`src/rtl/trig_adc_averager.sv`:
```
// trig_adc_averager: trigger-synchronised ADC acquisition front end.
// After each accepted trigger, waits a settling delay then averages 2^N samples.
module trig_adc_averager #(
   parameter int ADC_WIDTH        = 12,
   parameter int NUM_SAMPLES_LOG2 = 4,
   parameter int DELAY_WIDTH      = 16,
   parameter int COUNT_WIDTH      = 16
) (
   input  logic                   ADC_CLK,
   input  logic                   RST,
   input  logic                   EN,
   input  logic                   TRIG_IN,
   input  logic [ADC_WIDTH-1:0]   ADC_IN,
   input  logic [DELAY_WIDTH-1:0] DELAY,
   output logic [ADC_WIDTH-1:0]   METRIC_OUT,
   output logic                   METRIC_VALID,
   output logic                   BUSY,
   output logic                   OVERRUN,
   output logic [COUNT_WIDTH-1:0] TRIG_COUNT
);

   localparam int ACC_W  = ADC_WIDTH + NUM_SAMPLES_LOG2;
   localparam int SCNT_W = NUM_SAMPLES_LOG2 + 1;
   localparam logic [SCNT_W-1:0] LAST_SMP =
      SCNT_W'((1 << NUM_SAMPLES_LOG2) - 1);

   typedef enum logic [1:0] {
      S_IDLE,
      S_DELAY,
      S_ACCUM,
      S_DONE
   } state_t;

   state_t state;

   logic                   s1;
   logic                   s2;
   logic                   s3;
   logic                   trig_edge;
   logic [DELAY_WIDTH-1:0] dly_cnt;
   logic [SCNT_W-1:0]      smp_cnt;
   logic [ACC_W-1:0]       acc;
   logic [ACC_W-1:0]       acc_sum;

   assign trig_edge = s2 & ~s3;
   assign acc_sum   = acc + ACC_W'(ADC_IN);

   always_ff @(posedge ADC_CLK) begin
      if (RST) begin
         state        <= S_IDLE;
         s1           <= 1'b0;
         s2           <= 1'b0;
         s3           <= 1'b0;
         dly_cnt      <= '0;
         smp_cnt      <= '0;
         acc          <= '0;
         METRIC_OUT   <= '0;
         METRIC_VALID <= 1'b0;
         BUSY         <= 1'b0;
         OVERRUN      <= 1'b0;
         TRIG_COUNT   <= '0;
      end else begin
         s1           <= TRIG_IN;
         s2           <= s1;
         s3           <= s2;
         METRIC_VALID <= 1'b0;

         // A trigger while busy is flagged but never restarts the acquisition.
         if (trig_edge && state != S_IDLE)
            OVERRUN <= 1'b1;

         unique case (state)
            S_IDLE: begin
               if (trig_edge && EN) begin
                  TRIG_COUNT <= TRIG_COUNT + COUNT_WIDTH'(1);
                  acc        <= '0;
                  smp_cnt    <= '0;
                  BUSY       <= 1'b1;
                  if (DELAY == '0) begin
                     state <= S_ACCUM;
                  end else begin
                     dly_cnt <= DELAY;
                     state   <= S_DELAY;
                  end
               end
            end
            S_DELAY: begin
               if (!EN) begin
                  state <= S_IDLE;
                  BUSY  <= 1'b0;
               end else begin
                  dly_cnt <= dly_cnt - DELAY_WIDTH'(1);
                  if (dly_cnt == DELAY_WIDTH'(1))
                     state <= S_ACCUM;
               end
            end
            S_ACCUM: begin
               if (!EN) begin
                  state <= S_IDLE;
                  BUSY  <= 1'b0;
               end else begin
                  acc     <= acc_sum;
                  smp_cnt <= smp_cnt + SCNT_W'(1);
                  // Result is registered on entry so it is visible in DONE.
                  if (smp_cnt == LAST_SMP) begin
                     state        <= S_DONE;
                     METRIC_OUT   <= acc_sum[ACC_W-1 -: ADC_WIDTH];
                     METRIC_VALID <= 1'b1;
                  end
               end
            end
            S_DONE: begin
               state <= S_IDLE;
               BUSY  <= 1'b0;
            end
            default: begin
               state <= S_IDLE;
               BUSY  <= 1'b0;
            end
         endcase
      end
   end

endmodule

```
`config.mk`:
```
export PLATFORM = sky130hd
export DESIGN_NAME = trig_adc_averager
export DESIGN_NICKNAME = d
export VERILOG_FILES = /design/src/rtl/trig_adc_averager.sv
export SDC_FILE = /design/constraint.sdc
export NUM_CORES = 1
export LEC_CHECK = 0
export CAP_MARGIN = 5
export CORE_MARGIN = 2
export CORE_UTILIZATION = 57
export CTS_CLUSTER_DIAMETER = 200
export CTS_CLUSTER_SIZE = 25
export DETAILED_ROUTE_END_ITERATION = 8
export DONT_BUFFER_PORTS = 1
export PLACE_DENSITY = 0.72
export SLEW_MARGIN = 10
export SYNTH_ARGS = -nofsm -noshare
export SYNTH_HDL_FRONTEND = slang
export SYNTH_SLANG_ARGS = --single-unit
```
`constraint.sdc`:
```
create_clock -name ADC_CLK -period 6 [get_ports ADC_CLK]
set_clock_uncertainty 0.15 [all_clocks]
set_input_delay 0.6 -clock ADC_CLK [delete_from_list [all_inputs] [get_ports ADC_CLK]]
set_output_delay 0.6 -clock ADC_CLK [all_outputs]
set_load 0.05 [all_outputs]
```
# After elaboration in Yosys (flattened, before gate mapping)
# Cells that the tools add are included.
word_totals:
  regBits: 73
  inputBits: 32
  elab_cells: 68
classes:
  n_addsub: 4
  eq_ne: 12
  muxes: 21
  bitwise: 4
  reduce_logical: 15
op_table:
  columns: ["cell", "n"]
  rows:
  - ["two-way mux 16 bit", 5]
  - ["case mux 16 bit (2 select lines)", 2]
  - ["adder 16 x 1 -> 16 bit, second input constant", 1]
  - ["adder 16 x 12 -> 16 bit", 1]
  - ["equality test 16 x 1 -> 1 bit, second input constant", 1]
  - ["logical NOT 16 bit", 1]
  - ["subtractor 16 x 1 -> 16 bit, second input constant", 1]
  - ["two-way mux 2 bit", 6]
  - ["two-way mux 5 bit", 2]
  - ["!= test 2 bit, second input constant", 5]
  - ["case mux 5 bit (2 select lines)", 1]
  - ["AND reduction 3 bit", 3]
  - ["case mux 2 bit (4 select lines)", 1]
  - ["!= test 3 bit, second input constant", 2]
  - ["nonzero test 2 bit", 3]
  - ["adder 5 x 1 -> 5 bit, second input constant", 1]
  - ["equality test 5 x 4 -> 1 bit, second input constant", 1]
  - ["equality test 2 bit, second input constant", 2]
  - ["AND reduction 2 bit", 2]
  - ["AND reduction 4 bit", 1]
  - ["two-way mux 1 bit", 3]
  - ["NOT 1 bit", 3]
  - ["case mux 1 bit (3 select lines)", 1]
  - ["OR reduction 3 bit", 1]
  - ["other kinds (5)", 6]

# Depth between registers and ports, before layout
logic_depth:
  depth_word: 5
  ltp_mapped: 10
  mapped_depth_nobuf: 9

# Least setup slack after synthesis
# No wires, ideal clock.
synth_path:
  kind: "input to register"
  from: "input port ADC_IN[0]"
  to: "register acc[14]"
  t_arrival_ps: 2309
  required_ps: 5792
  setup_slack_ps: 3483
  path_stages: 9
  path_cell_list: "ha_1 inv_1 fa_1 nor2b_1 o2111ai_1 a21oi_1 o21ai_1 a2111oi_0 a21o_1"
synth_via:
  elab_chain_len: 3
synth_rtl:
  columns: ["item", "line", "rtl"]
  rows:
  - ["from (decl)", "13", "input logic [ADC_WIDTH-1:0] ADC_IN,"]
  - ["adder 16 x 12 -> 16 bit", "46", "assign acc_sum = acc + ACC_W'(ADC_IN);"]
  - ["two-way mux 16 bit", "98", "if (!EN) begin"]
  - ["case mux 16 bit (2 select lines)", "72", "unique case (state)"]
  - ["to (signal assigned)", "102", "acc <= acc_sum;"]
  - ["to (decl)", "42", "logic [ACC_W-1:0] acc;"]
# Every way passes these cells. The select of a mux whose other input is x is not followed.
# A chain may end at the register's enable or synchronous reset.

# Worst setup path in the final report
layout_path:
  from: "register state[0]"
  to: "register acc[14]"
layout_via:
  elab_chain_len: 3
layout_rtl:
  columns: ["item", "line", "rtl"]
  rows:
  - ["from (decl)", "34", "state_t state;"]
  - ["from (signal assigned)", "50", "state <= S_IDLE;"]
  - ["from (signal assigned)", "80", "state <= S_ACCUM;"]
  - ["from (signal assigned)", "83", "state <= S_DELAY;"]
  - ["equality test 2 bit / logical NOT 2 bit (equally long branches)", "72", null]
  - ["!= test 2 bit (no source line) / nonzero test 2 bit (equally long branches)", null, null]
  - ["AND reduction 3 bit (no source line)", null, null]
# Several ways; a longest one is shown, not always the timed one.

==> impl_metrics.ini <==
[sta]
relSlewSlack = 0.250
setup_viol = 0
report.final.slew_viol_count = 0
final.min_clock_period_ns = 2.82
setup_tns_ns = 0
worstMarginPinSlew_ns = 1.12
layout_setup_ws_ns = 3.18
rsz0062_at_grt = false
hold_violations = 0
fmax_ghz = 0.355
min_period_over_period = 0.470

[run_status]
status = finished clean

[setup_path]
worst-path-buf-inv = 1
required_ns = 6.14
crit_fanout = 13
critPathSlowestCell = a21oi_1
crit_type = register to register
slowest_delay_ns = 0.88
critPathArrivalTime_ns = 2.96
cp-end-kind = register
start_kind = register
crit_chain = inv_1 > ha_1 > nand2_1 > a21oi_1 > nand2_1 > a2111oi_0 > a21o_1
cpLargestDelayFamily = compound AO/OA/AOI/OAI gates
cp_common_cell = nand2_1

[logic_synthesis]
postSynthAreaPerCell_um2 = 7.91
async_flop_share = 0
syn_nets = 568
ys_types = 63
synth_edf_count = 0
syn_inst = 515
ys_seq_area_frac = 0.359
ys_warn_count = 0
synth_ff_type = dfxtp_1
synth-seq-cells = 73
syn_area_um2 = 4070

[cts]
clk_latency_ns = 0.35
post-cts-setup-buffers = 0
cts.path.max_buffers = 2
htree_levels = 3
clk_pin_slew_ns = 0.08
ctsResizeCount = 0
cts-root-buf = clkbuf_8
holdBufCountCts = 0
cts.sinks = 73
cts_buffers = 9
cts_tree = built

[cells_and_area]
num_antenna_cells = 0
stdcell_area_um2 = 4310
area_growth_pct = 5.93
fin_nets = 549
drive_above_1_share = 0.0499
fillers = 637

[route]
wl_mm = 9.04
drc = 0
vias_per_cell = 5.95
drt-initial-drc-count = 153
vias = 3554
wl_per_cell_um = 15.1
antenna_left = 0
firstDrtPassIters = 4

[floorplanning]
fp.dieH_um = 88.5
coreArea_um2 = 6870
rows = 30
dieArea_um2 = 7840
start_util = 0.593
die_w_um = 88.5
io_pins = 63

[placed_design]
gp_congestion = 0.878
dp_slack_ns = 3.19
dpl_cell_area_um2 = 4090
io_buffers = 0
dp_hpwl_mm = 6.20

[global_routing]
grtUsageMet1 = 0.303
grt_max_degree = 71
top_usage_layer = met2
grtUsageTotal = 0.237
grt_pass1_wl_mm = 14.9
antenna_found_initial = 0
use_met2 = 0.400
met3_usage = 0.0606
grt_overflow = 0
grt_pass1_vias = 3216

[power]
leakage_nw = 1.61
ir_drop_v = 0.000189
power_density_nw_per_um2 = 317

[job]
max_cap_violations = 0

[min_path]
hold_class = input pin to register
[registers in the layout, indices dropped and copies added (netlist names), 2 cells and up]
name / count
state: 2
acc: 16
TRIG_COUNT: 16
METRIC_OUT: 12
smp_cnt: 5
dly_cnt: 16
[worst paths after layout]
path	from	end	cells past startpoint	slack [ns]
hold reg to reg	s1$_SDFF_PP0_	s2$_SDFF_PP0_	1	0.30
setup reg to reg	state[0]$_SDFFE_PP0P_	acc[14]$_SDFFE_PP0P_	7	3.18
setup / recovery	state[0]$_SDFFE_PP0P_	acc[14]$_SDFFE_PP0P_	7	3.18
hold / removal	RST	METRIC_OUT[4]$_SDFFE_PP0P_	1	0.16
[layout make-up]
| type | count | area (µm²) | share of cell area |
|---|---|---|---|
| Clock buffer | 11 | 151 | 0.0351 |
| Clock inverter | 5 | 77.6 | 0.0180 |
| Inverter | 19 | 71.3 | 0.0165 |
| Multi-Input combinational cell | 392 | 2420 | 0.562 |
| Sequential cell | 73 | 1460 | 0.339 |
| Tap cell | 96 | 120 | 0.0278 |
| Timing Repair Buffer | 1 | 7.51 | 0.00174 |
[metrics by stage]
step,instances,util,power (mW),hold WS [ns]
after floorplan,515,-,0.870,0.264
after global placement,581,0.595,0.926,0.279
after detailed placement,581,0.595,0.933,0.288
after CTS,597,0.628,1.37,0.155
after global routing,597,0.628,1.45,0.151
final,597,0.628,1.37,0.164
[power by group]
part	total, mW	internal, mW	switching, mW	leakage (nW)
Sequential	0.540	0.511	0.0288	0.590
Clock	0.439	0.255	0.184	0.115
Combinational	0.389	0.143	0.246	0.905
Total	1.37	0.909	0.459	1.61
[per-layer routing]
metal / wire length, µm / share of wire
met1: 4210 / 0.47
met2: 4320 / 0.48
met3: 394 / 0.044
met4: 109 / 0.012
met5: 0 / 0
[logic make-up (layout without fill, tap and decap cells)]
| group | after synthesis | in the layout | share of synthesized area |
|---|---|---|---|
| simple gates | 204 | 204 | 0.246 |
| compound gates | 137 | 137 | 0.216 |
| flops | 73 | 73 | 0.359 |
| buf+inv | 50 | 36 | 0.0467 |
| xor+xnor | 25 | 25 | 0.0538 |
| fa+ha+maj | 21 | 21 | 0.0664 |
| mux | 5 | 5 | 0.0126 |
[cells in the mapped netlist (2+ instances only)]
cell type	instances	area, µm²
a21oi_1	39	195
o21ai_0	31	155
a211oi_1	6	45.0
nor3_1	17	85.1
nand4_1	7	43.8
a311o_1	2	20.0
o21ai_1	2	10.0
and2_1	2	12.5
nor4_1	9	56.3
inv_1	17	63.8
dfxtp_1	73	1460
buf_1	4	15.0
o32ai_1	2	17.5
nand2_1	47	176
nor2_1	57	214
mux2i_1	4	40.0
a21o_1	6	45.0
nor2b_1	17	106
a22oi_1	14	105
o21a_1	5	37.5
and3_1	7	43.8
clkinv_1	2	7.51
clkbuf_1	25	93.8
xnor2_1	10	87.6
and4_1	2	17.5
or3_1	7	43.8
o211ai_1	3	22.5
a31oi_1	4	25.0
o31ai_1	4	30.0
nand3_1	21	105
ha_1	20	250
buf_2	2	10.0
o311ai_0	2	17.5
xor2_1	15	131
nand2b_1	2	12.5
[cell usage in the layout (no fill, tap or decap), types with 2 or more instances in the layout]
master	count
dfxtp_1	73
nor2_1	57
nand2_1	47
a21oi_1	39
o21ai_0	30
nand3_1	21
ha_1	20
inv_1	17
nor2b_1	17
nor3_1	17
xor2_1	15
a22oi_1	14
clkbuf_8	11
xnor2_1	10
nor4_1	9
and3_1	7
or3_1	7
nand4_1	7
a211oi_1	6
a21o_1	6
o21a_1	5
a31oi_1	4
o31ai_1	4
mux2i_1	4
o211ai_1	3
nand2b_1	2
clkinv_1	2
o32ai_1	2
and2_1	2
a311o_1	2
and4_1	2
o21ai_1	2
o311ai_0	2
clkinv_2	2
bufinv_16	2
Power figures use the tool's default switching activity.
